**config.mk**
```make
export PLATFORM = sky130hd
export DESIGN_NAME = fetch_queue
export DESIGN_NICKNAME = d
export VERILOG_FILES = /design/src/rtl/fetch_queue.sv
export SDC_FILE = /design/constraint.sdc
export NUM_CORES = 1
export LEC_CHECK = 0
export CAP_MARGIN = 10
export CORE_AREA = 2 2 171 257
export DETAILED_ROUTE_END_ITERATION = 16
export DIE_AREA = 0 0 173 259
export DONT_BUFFER_PORTS = 1
export GPL_ROUTABILITY_DRIVEN = 0
export GPL_TIMING_DRIVEN = 0
export SYNTH_ARGS = -nofsm -noshare
export SYNTH_HDL_FRONTEND = slang
export SYNTH_SLANG_ARGS = --single-unit
```
**constraint.sdc**
```tcl
create_clock -name clk -period 8.4 [get_ports clk]
set_clock_uncertainty 0.1 [all_clocks]
set_input_delay 1.68 -clock clk [delete_from_list [all_inputs] [get_ports clk]]
set_output_delay 1.68 -clock clk [all_outputs]
set_load 0.01 [all_outputs]
```
**src/rtl/fetch_queue.sv**
```systemverilog
// ---------------------------------------------------------------------------
// fetch_queue
//
// Instruction prefetch buffer that sits between instruction memory and the
// IF/ID pipeline register. It streams sequential fetch requests to a
// variable-latency imem, queues the returned words together with their PC+4,
// and hands them to decode in program order. A decode stall is absorbed by
// the queue, so nothing is fetched twice. A taken branch or jump flushes the
// queue, discards every response that is still in flight, and restarts
// fetching at the redirect target.
//
// Parameters:
//   DEPTH     number of queue entries (power of two, >= 2)
//   RESET_PC  first fetch address after reset
//
// Ports:
//   clk             sole clock, rising edge
//   reset           synchronous, active-high
//   imem_req_valid  fetch request valid
//   imem_req_ready  imem accepts the request this cycle
//   imem_addr       word-aligned fetch address
//   imem_rsp_valid  response word valid (in request order)
//   imem_rsp_data   returned instruction word
//   redirect        taken branch/jump resolved in decode
//   redirect_pc     redirect target, bits [1:0] forced to zero
//   take            decode consumes the head entry
//   valid_F         head entry valid
//   inst_F          head instruction (0 when !valid_F)
//   pc_plus4_F      head PC+4 (0 when !valid_F)
//   empty           no buffered entries
//   full            every entry occupied
//
// Build option:
//   FETCH_QUEUE_BYPASS_EN  when defined, a response that lands on an empty
//                          queue is shown on the head outputs in the same
//                          cycle. When undefined, the head outputs come
//                          straight from registers.
// ---------------------------------------------------------------------------
module fetch_queue #(
    parameter int unsigned DEPTH    = 4,
    parameter logic [31:0] RESET_PC = 32'h0000_0000
) (
    input  logic        clk,
    input  logic        reset,
    output logic        imem_req_valid,
    input  logic        imem_req_ready,
    output logic [31:0] imem_addr,
    input  logic        imem_rsp_valid,
    input  logic [31:0] imem_rsp_data,
    input  logic        redirect,
    input  logic [31:0] redirect_pc,
    input  logic        take,
    output logic        valid_F,
    output logic [31:0] inst_F,
    output logic [31:0] pc_plus4_F,
    output logic        empty,
    output logic        full
);

    localparam int PW = $clog2(DEPTH);
    localparam int CW = PW + 1;
    localparam int SW = CW + 1;
    localparam logic [CW-1:0] DEPTH_CNT = CW'(DEPTH);
    localparam logic [SW-1:0] DEPTH_SUM = SW'(DEPTH);
    localparam logic [CW-1:0] CNT_ONE   = CW'(1);
    localparam logic [PW-1:0] PTR_ONE   = PW'(1);

    typedef enum logic {
        FETCH,
        DRAIN
    } state_t;

    state_t        state_q, state_d;
    logic [31:0]   fetch_pc_q, fetch_pc_d;
    logic [PW-1:0] rd_ptr_q, rd_ptr_d;
    logic [PW-1:0] wr_ptr_q, wr_ptr_d;
    logic [CW-1:0] count_q, count_d;
    logic [CW-1:0] outst_q, outst_d;
    logic [CW-1:0] drop_q, drop_d;

    logic [31:0]   inst_mem_q [DEPTH];
    logic [31:0]   pc4_mem_q  [DEPTH];

    logic          req_fire;
    logic          rsp_take;
    logic          rsp_push;
    logic          bypass_hit;
    logic          pop;
    logic          store;
    logic [PW-1:0] tag_slot;
    logic [SW-1:0] inflight;
    logic [31:0]   head_inst;
    logic [31:0]   head_pc4;
    logic          unused_pc_bits;

    // The low two redirect bits are never used: targets are word aligned.
    assign unused_pc_bits = ^redirect_pc[1:0];

    // Buffered plus in-flight words must never exceed the storage, so every
    // issued request is guaranteed a slot when its response comes back.
    assign inflight = {1'b0, count_q} + {1'b0, outst_q};

    assign imem_req_valid = !reset && (state_q == FETCH) && !redirect
                            && (inflight < DEPTH_SUM);
    assign imem_addr      = fetch_pc_q;
    assign req_fire       = imem_req_valid && imem_req_ready;

    // A response only retires a request this instance actually issued; a
    // response with nothing outstanding belongs to a request abandoned by
    // reset and is ignored.
    assign rsp_take = !reset && imem_rsp_valid && (outst_q != '0);
    assign rsp_push = rsp_take && !redirect && (state_q == FETCH)
                      && (drop_q == '0);

    // In-flight requests occupy wr_ptr .. wr_ptr+outstanding-1, so the next
    // request's PC+4 goes to the slot just beyond them.
    assign tag_slot = wr_ptr_q + outst_q[PW-1:0];

`ifdef FETCH_QUEUE_BYPASS_EN
    assign bypass_hit = rsp_push && (count_q == '0);
`else
    assign bypass_hit = 1'b0;
`endif

    // With an empty queue rd_ptr equals wr_ptr, so the PC+4 tagged for the
    // arriving word is already at the read pointer.
    assign head_inst = bypass_hit ? imem_rsp_data : inst_mem_q[rd_ptr_q];
    assign head_pc4  = pc4_mem_q[rd_ptr_q];

    assign valid_F    = (count_q != '0) || bypass_hit;
    assign inst_F     = valid_F ? head_inst : 32'h0;
    assign pc_plus4_F = valid_F ? head_pc4  : 32'h0;
    assign empty      = (count_q == '0);
    assign full       = (count_q == DEPTH_CNT);

    assign pop = take && valid_F && !redirect;

    // A bypassed word consumed in the same cycle never needs storing, but
    // both pointers still advance so later PC tags stay aligned.
    assign store = rsp_push && !(bypass_hit && pop);

    // Next-state logic: a redirect overrides everything; otherwise issue,
    // retire, push and pop update the queue bookkeeping independently.
    always_comb begin
        state_d    = state_q;
        fetch_pc_d = fetch_pc_q;
        rd_ptr_d   = rd_ptr_q;
        wr_ptr_d   = wr_ptr_q;
        count_d    = count_q;
        outst_d    = outst_q;
        drop_d     = drop_q;

        if (redirect) begin
            rd_ptr_d   = '0;
            wr_ptr_d   = '0;
            count_d    = '0;
            outst_d    = outst_q - (rsp_take ? CNT_ONE : '0);
            drop_d     = outst_d;
            fetch_pc_d = {redirect_pc[31:2], 2'b00};
            state_d    = (drop_d != '0) ? DRAIN : FETCH;
        end else begin
            if (req_fire) begin
                fetch_pc_d = fetch_pc_q + 32'd4;
            end
            outst_d = outst_q + (req_fire ? CNT_ONE : '0)
                              - (rsp_take ? CNT_ONE : '0);

            if (rsp_take && (drop_q != '0)) begin
                drop_d = drop_q - CNT_ONE;
                if (drop_d == '0) begin
                    state_d = FETCH;
                end
            end

            if (rsp_push) begin
                wr_ptr_d = wr_ptr_q + PTR_ONE;
            end
            if (pop) begin
                rd_ptr_d = rd_ptr_q + PTR_ONE;
            end

            case ({rsp_push, pop})
                2'b10:   count_d = count_q + CNT_ONE;
                2'b01:   count_d = count_q - CNT_ONE;
                default: count_d = count_q;
            endcase
        end
    end

    // Control state register with synchronous reset.
    always_ff @(posedge clk) begin
        if (reset) begin
            state_q    <= FETCH;
            fetch_pc_q <= RESET_PC;
            rd_ptr_q   <= '0;
            wr_ptr_q   <= '0;
            count_q    <= '0;
            outst_q    <= '0;
            drop_q     <= '0;
        end else begin
            state_q    <= state_d;
            fetch_pc_q <= fetch_pc_d;
            rd_ptr_q   <= rd_ptr_d;
            wr_ptr_q   <= wr_ptr_d;
            count_q    <= count_d;
            outst_q    <= outst_d;
            drop_q     <= drop_d;
        end
    end

    // Queue storage: PC+4 is tagged when the request is issued, the word is
    // written when its response is pushed. Contents are only observed
    // through valid entries, so no reset is needed.
    always_ff @(posedge clk) begin
        if (req_fire) begin
            pc4_mem_q[tag_slot] <= imem_addr + 32'd4;
        end
        if (store) begin
            inst_mem_q[wr_ptr_q] <= imem_rsp_data;
        end
    end

endmodule

```
# Yosys cells after proc, flatten, opt, wreduce, memory -nomap -nowiden
# Memories as Yosys holds them, arrays and structs flattened. A register that Yosys moved wholly into a read port is not among the register bits.
# Cells that the tools add are included.
# Widths: inputs -> output; s select.
# word_totals
register_bits,46
ramBits,256
in_bits,70
output_inout_bits,100
wordCells,75
mem_count,2
# op_classes
addsub,11
n_lt_le_gt_ge,1
eq_ne,3
mux,22
bitwise_logic,1
n_reduce_logical,27
# mem_list
name,depth,width,read_ports,rd_clocked_by_memory_dff,write_ports,line_no,rtl
inst_mem_q,4,32,1,1,1,81,logic [31:0] inst_mem_q [DEPTH];
pc4_mem_q,4,32,1,1,1,82,logic [31:0] pc4_mem_q [DEPTH];
# ops
cell,count
$mux 32,4
$add 32x3->32 const B,1
$logic_and 1x1->1,12
$reduce_bool 3->1,4
$mux 1,10
$logic_not 3->1,3
$mux 3,3
$mux 2,4
$reduce_bool 2->1,4
$pmux 3 s2,1
$sub 3x1->3 const B,2
$add 2x1->2 const B,2
$add 3x3->4,1
$lt 4x3->1 const B,1
$add 3x1->3,1
$add 3x1->3 const B,1
$eq 3x3->1 const B,1
$sub 3x1->3,1
$sub 3x3->3,1
$add 2x2->2,1
$eq 2x1->1 const B,1
$eq 2x2->1 const B,1
$logic_not 1->1,2
$reduce_and 2->1,1
other kinds (2),2

# Depth between registers and ports, before layout
# logic_depth
word_depth,9
mapped_depth,14

# Worst setup path before layout
# No wires, ideal clock.
# synth_timing
path_kind,input port to flip-flop
from,in imem_req_ready
to,"mem pc4_mem_q[0][10], enable pin"
setup_ns,0.455
arrival_time_ns,4.268
setup_slack_ns,3.577
path_stages,5
cell_sequence,nand3_2 > clkbuf_1 > nor2_1 > inv_1 > nor3_1
# synth_between
elab_chain_len,3
# synth_rtl
item,line_no,rtl
from (decl),46,"input logic imem_req_ready,"
$logic_and 1x1->1,106,assign req_fire = imem_req_valid && imem_req_ready;
$mux 1,215,if (req_fire) begin
$mux 1 (not written as such),216,pc4_mem_q[tag_slot] <= imem_addr + 32'd4;
to (decl),82,
# No other way between the ends.

# Worst setup path after layout
# layout_timing
from,in redirect
to,out imem_req_valid
# layout_between
elab_chain_len,3
# layout_rtl
item,line_no,rtl
from (decl),50,"input logic redirect,"
$logic_not 1->1,103,assign imem_req_valid = !reset && (state_q == FETCH) && !redirect
$logic_and 1x1->1,103,
$logic_and 1x1->1,104,&& (inflight < DEPTH_SUM);
to (decl),45,"output logic imem_req_valid,"
# No other way between the ends.

==> results by group <==
STA
  – Slew @ Worst Pin: 0.9610 ns
  – Final Max Slew Viols: 0
  – RSZ-0062 raised after global routing: no
  – Tcrit/Tclk final: 0.5693
  – Setup tns final: 0 ns
  – Fmax: about 210 MHz
  – Max_slew headroom: 0.3535
  – Final Hold Fails: 0
  – Final min period: between 4 and 5 ns
  – Final setup viols: 0

Placed design
  – IO buf count: 0
  – Placed cells: roughly 1400
  – Dpl hpwl: ~22000 um

Yosys
  – FFs w/ async S/R, synth: 0
  – YS warnings: 0
  – Xor and xnor area share after synthesis: 0.04444
  – Synth Area in Adders: 0.01905
  – Synth unique cells: 46
  – Synth Area in Compound Gates: 0.02827
  – Synth Flop Type: edfxtp_1
  – Synth Instances: a little under 800
  – Sequential fraction of the synthesis area: 0.6634
  – Post-Syn Area per Cell: about 16 um2
  – Cell Area, Synth: approximately 13000 um2
  – Synth area leaders: edfxtp_1 (59%), mux4_2 (11%), dfxtp_1 (7.3%)
  – Post-synthesis mux area share: 0.1115
  – Largest family of logic cells by synthesized area: multiplexers
  – Biggest area consumer among synthesized cells: edfxtp_1
  – Post-synth EDFFs: between 200 and 250
  – Post-Synth Simple-Gate Area: 0.1095
  – Seq cells post-synth: slightly below 300
  – Area share of the leading cell type in the synthesized netlist: 0.5904

Route
  – Routed len/inst: between 20 and 25 um
  – DR top layer: met4
  – Routed Antenna Nets: 0
  – Drt initial violations: 494
  – Wl on met1: between 10000 and 15000 um
  – Pre-antenna DRT Iters: 5
  – Drt drc: 0
  – Vias per cell: 4.719
  – DR WL met2: around 15000 um
  – Vias: around 6700
  – Post-Route WL: 29890 um
  – Met3 WL: between 1500 and 2000 um

Cells and area
  – Multi-input gate area: around 4000 um2
  – Final Util: 0.3421
  – FF/Latch Area: 8368 um2
  – Antenna diodes: 0
  – Finished Layout Cells: roughly 1400
  – Net count, final: roughly 900
  – Layout cells sized above 1: 0.2009
  – Most common cell after layout, fill and taps aside: edfxtp_1
  – Most frequent cells in the layout: edfxtp_1 (248), and2_1 (67), mux4_2 (62)
  – Fillers: 4153
  – P&R area growth vs syn: 15.49%

Floorplanning
  – Starting Density: 0.2962
  – Row cnt: a little over 90
  – Die X: approximately 170 um
  – Ports: 170
  – Core Region: 42590 um2
  – Die Y: about 260 um
  – Die area: ~45000 um2

CTS
  – CTS tree: yes
  – Worst-path clk slew: approximately 0.06 ns
  – Postcts setup bufs: 0
  – Post-CTS Hold Buffers: 0
  – H-Tree Depth: 1
  – Clk_lat worst skew: ~0.58 ns
  – Post-CTS sizing: 0
  – Clock sink count: around 300
  – Clock tree buffer depth: 3
  – TritonCTS buffer count: 29
  – CTS root buffer: clkbuf_16

Power
  – Leakage: roughly 0.0046 uW
  – Pwr dens: between 200 and 250 nW/um2
  – Int Power: around 2500 uW
  – Switch Pwr: 729.9 uW
  – Combinational Power Share: 0.058
  – Share of power burned in registers: 0.510
  – Clock share of power: 0.431
  – Sw frac: 0.2247
  – Max IR drop VDD: between 0.0001 and 0.00015 V

GRT
  – First-pass GRT wire length: roughly 45000 um
  – Initial antenna violation count: 1
  – GRT Total Usage: 0.1315
  – Number of global-route vias before repair: 7140
  – Total grt overflow: 0
  – Largest net degree at the start of global routing: 31

Flow run
  – Max Cap Violations: 0

Worst setup path
  – Crit-path leading delay family: buffers and inverters
  – Worst path bufs/invs: 2
  – Crit end category: output port
  – Worst-path cell chain: clkinv_1 -> nand2_1 -> clkbuf_1 -> nor2_1
  – CP startpoint kind: primary input
  – CP max FO: 10
  – Slowest-stage cell, CP: clkbuf_1
  – Max incr delay on CP: between 0.4 and 0.5 ns
  – Worst EP arrival: ~3.0 ns
  – Crit path required time: roughly 6.6 ns
  – CP Class: in -> out

Status
  – Outcome: finished, final reports clean

Hold path
  – Worst Hold Class: reg -> reg
==> flip-flops by register name, indices dropped and copies added (netlist names), named ones only <==
register,cells
state_q,1
pc4_mem_q,120
count_q,3
imem_addr,30
drop_q,3
wr_ptr_q,2
rd_ptr_q,2
outst_q,3
inst_mem_q,128
==> path summary, 6_finish.rpt <==
| check | depth (start not counted) | slack [ns] | start | to |
|---|---|---|---|---|
| setup / recovery | 4 | 3.62 | redirect | imem_req_valid |
| hold reg to reg | 2 | 0.43 | count_q[2] | count_q[2] |
| hold / removal | 2 | 0.43 | count_q[2] | count_q[2] |
| setup reg to reg | 14 | 4.73 | outst_q[2] | outst_q[2] |
==> power by group through the flow <==
stage | clock [uW] | combinational, uW | sequential [uW]
floorplan | 0 | 132 | 1680
global placement | 0 | 181 | 1690
detailed placement | 0 | 190 | 1690
CTS | 1440 | 192 | 1660
global route | 1490 | 210 | 1660
finish | 1400 | 188 | 1660
==> area by class of cell <==
cell class	count	area share
well taps	570	0.04896
clock buffers	30	0.05007
multi-input cells	432	0.2730
plain buffers	45	0.01520
clock inverters	24	0.02121
repair buffers	11	0.01194
inverters	20	0.005153
flip-flops and latches	294	0.5744
==> synth_stat cells (11+ instances only) <==
cell type / n
clkbuf_1: 27
edfxtp_1: 248
ha_1: 16
nand4_1: 14
and3_1: 15
o21ai_0: 17
nor2_1: 38
nor3_1: 11
dfxtp_1: 46
xor2_1: 27
inv_1: 19
mux4_2: 62
nand2_1: 33
and2_1: 71
xnor2_1: 37
==> worst reg2reg max path, delay by kind of cell (launching register included) <==
kind,cells,cell delay [ns]
compound gates,1,0.19
xor+xnor,2,0.30
fa+ha+maj,4,1.12
buf+inv,3,0.53
flops,1,0.40
simple gates,4,0.89
==> kinds of logic (layout without fill, tap and decap cells) <==
logic type      count (synthesis)  count (layout)
compound gates                 53              53
xor+xnor                       64              64
buf+inv                        65             130
other cells                     1               4
simple gates                  230             230
mux                            63              63
fa+ha+maj                      18              18
flops                         294             294
==> metal layers <==
| metal | vias up | GRT usage |
|---|---|---|
| li1 | 3084 | - |
| met1 | 3399 | 0.1537 |
| met2 | 191 | 0.2323 |
| met3 | 56 | 0.02973 |
| met4 | 0 | 0.05579 |
| met5 | - | 0 |
==> per-stage QoR <==
step,area [um2],setup slack [ns],total power [uW],hold slack [ns]
global placement,13340,1.355,1872,0.4121
finish,14570,3.618,3248,0.4253
CTS,14570,3.529,3285,0.4315
detailed placement,13530,3.530,1880,0.4219
floorplan,12620,3.577,1811,0.3794
global route,14570,3.438,3357,0.4732
No activity file was read; power rests on OpenSTA's default activity.
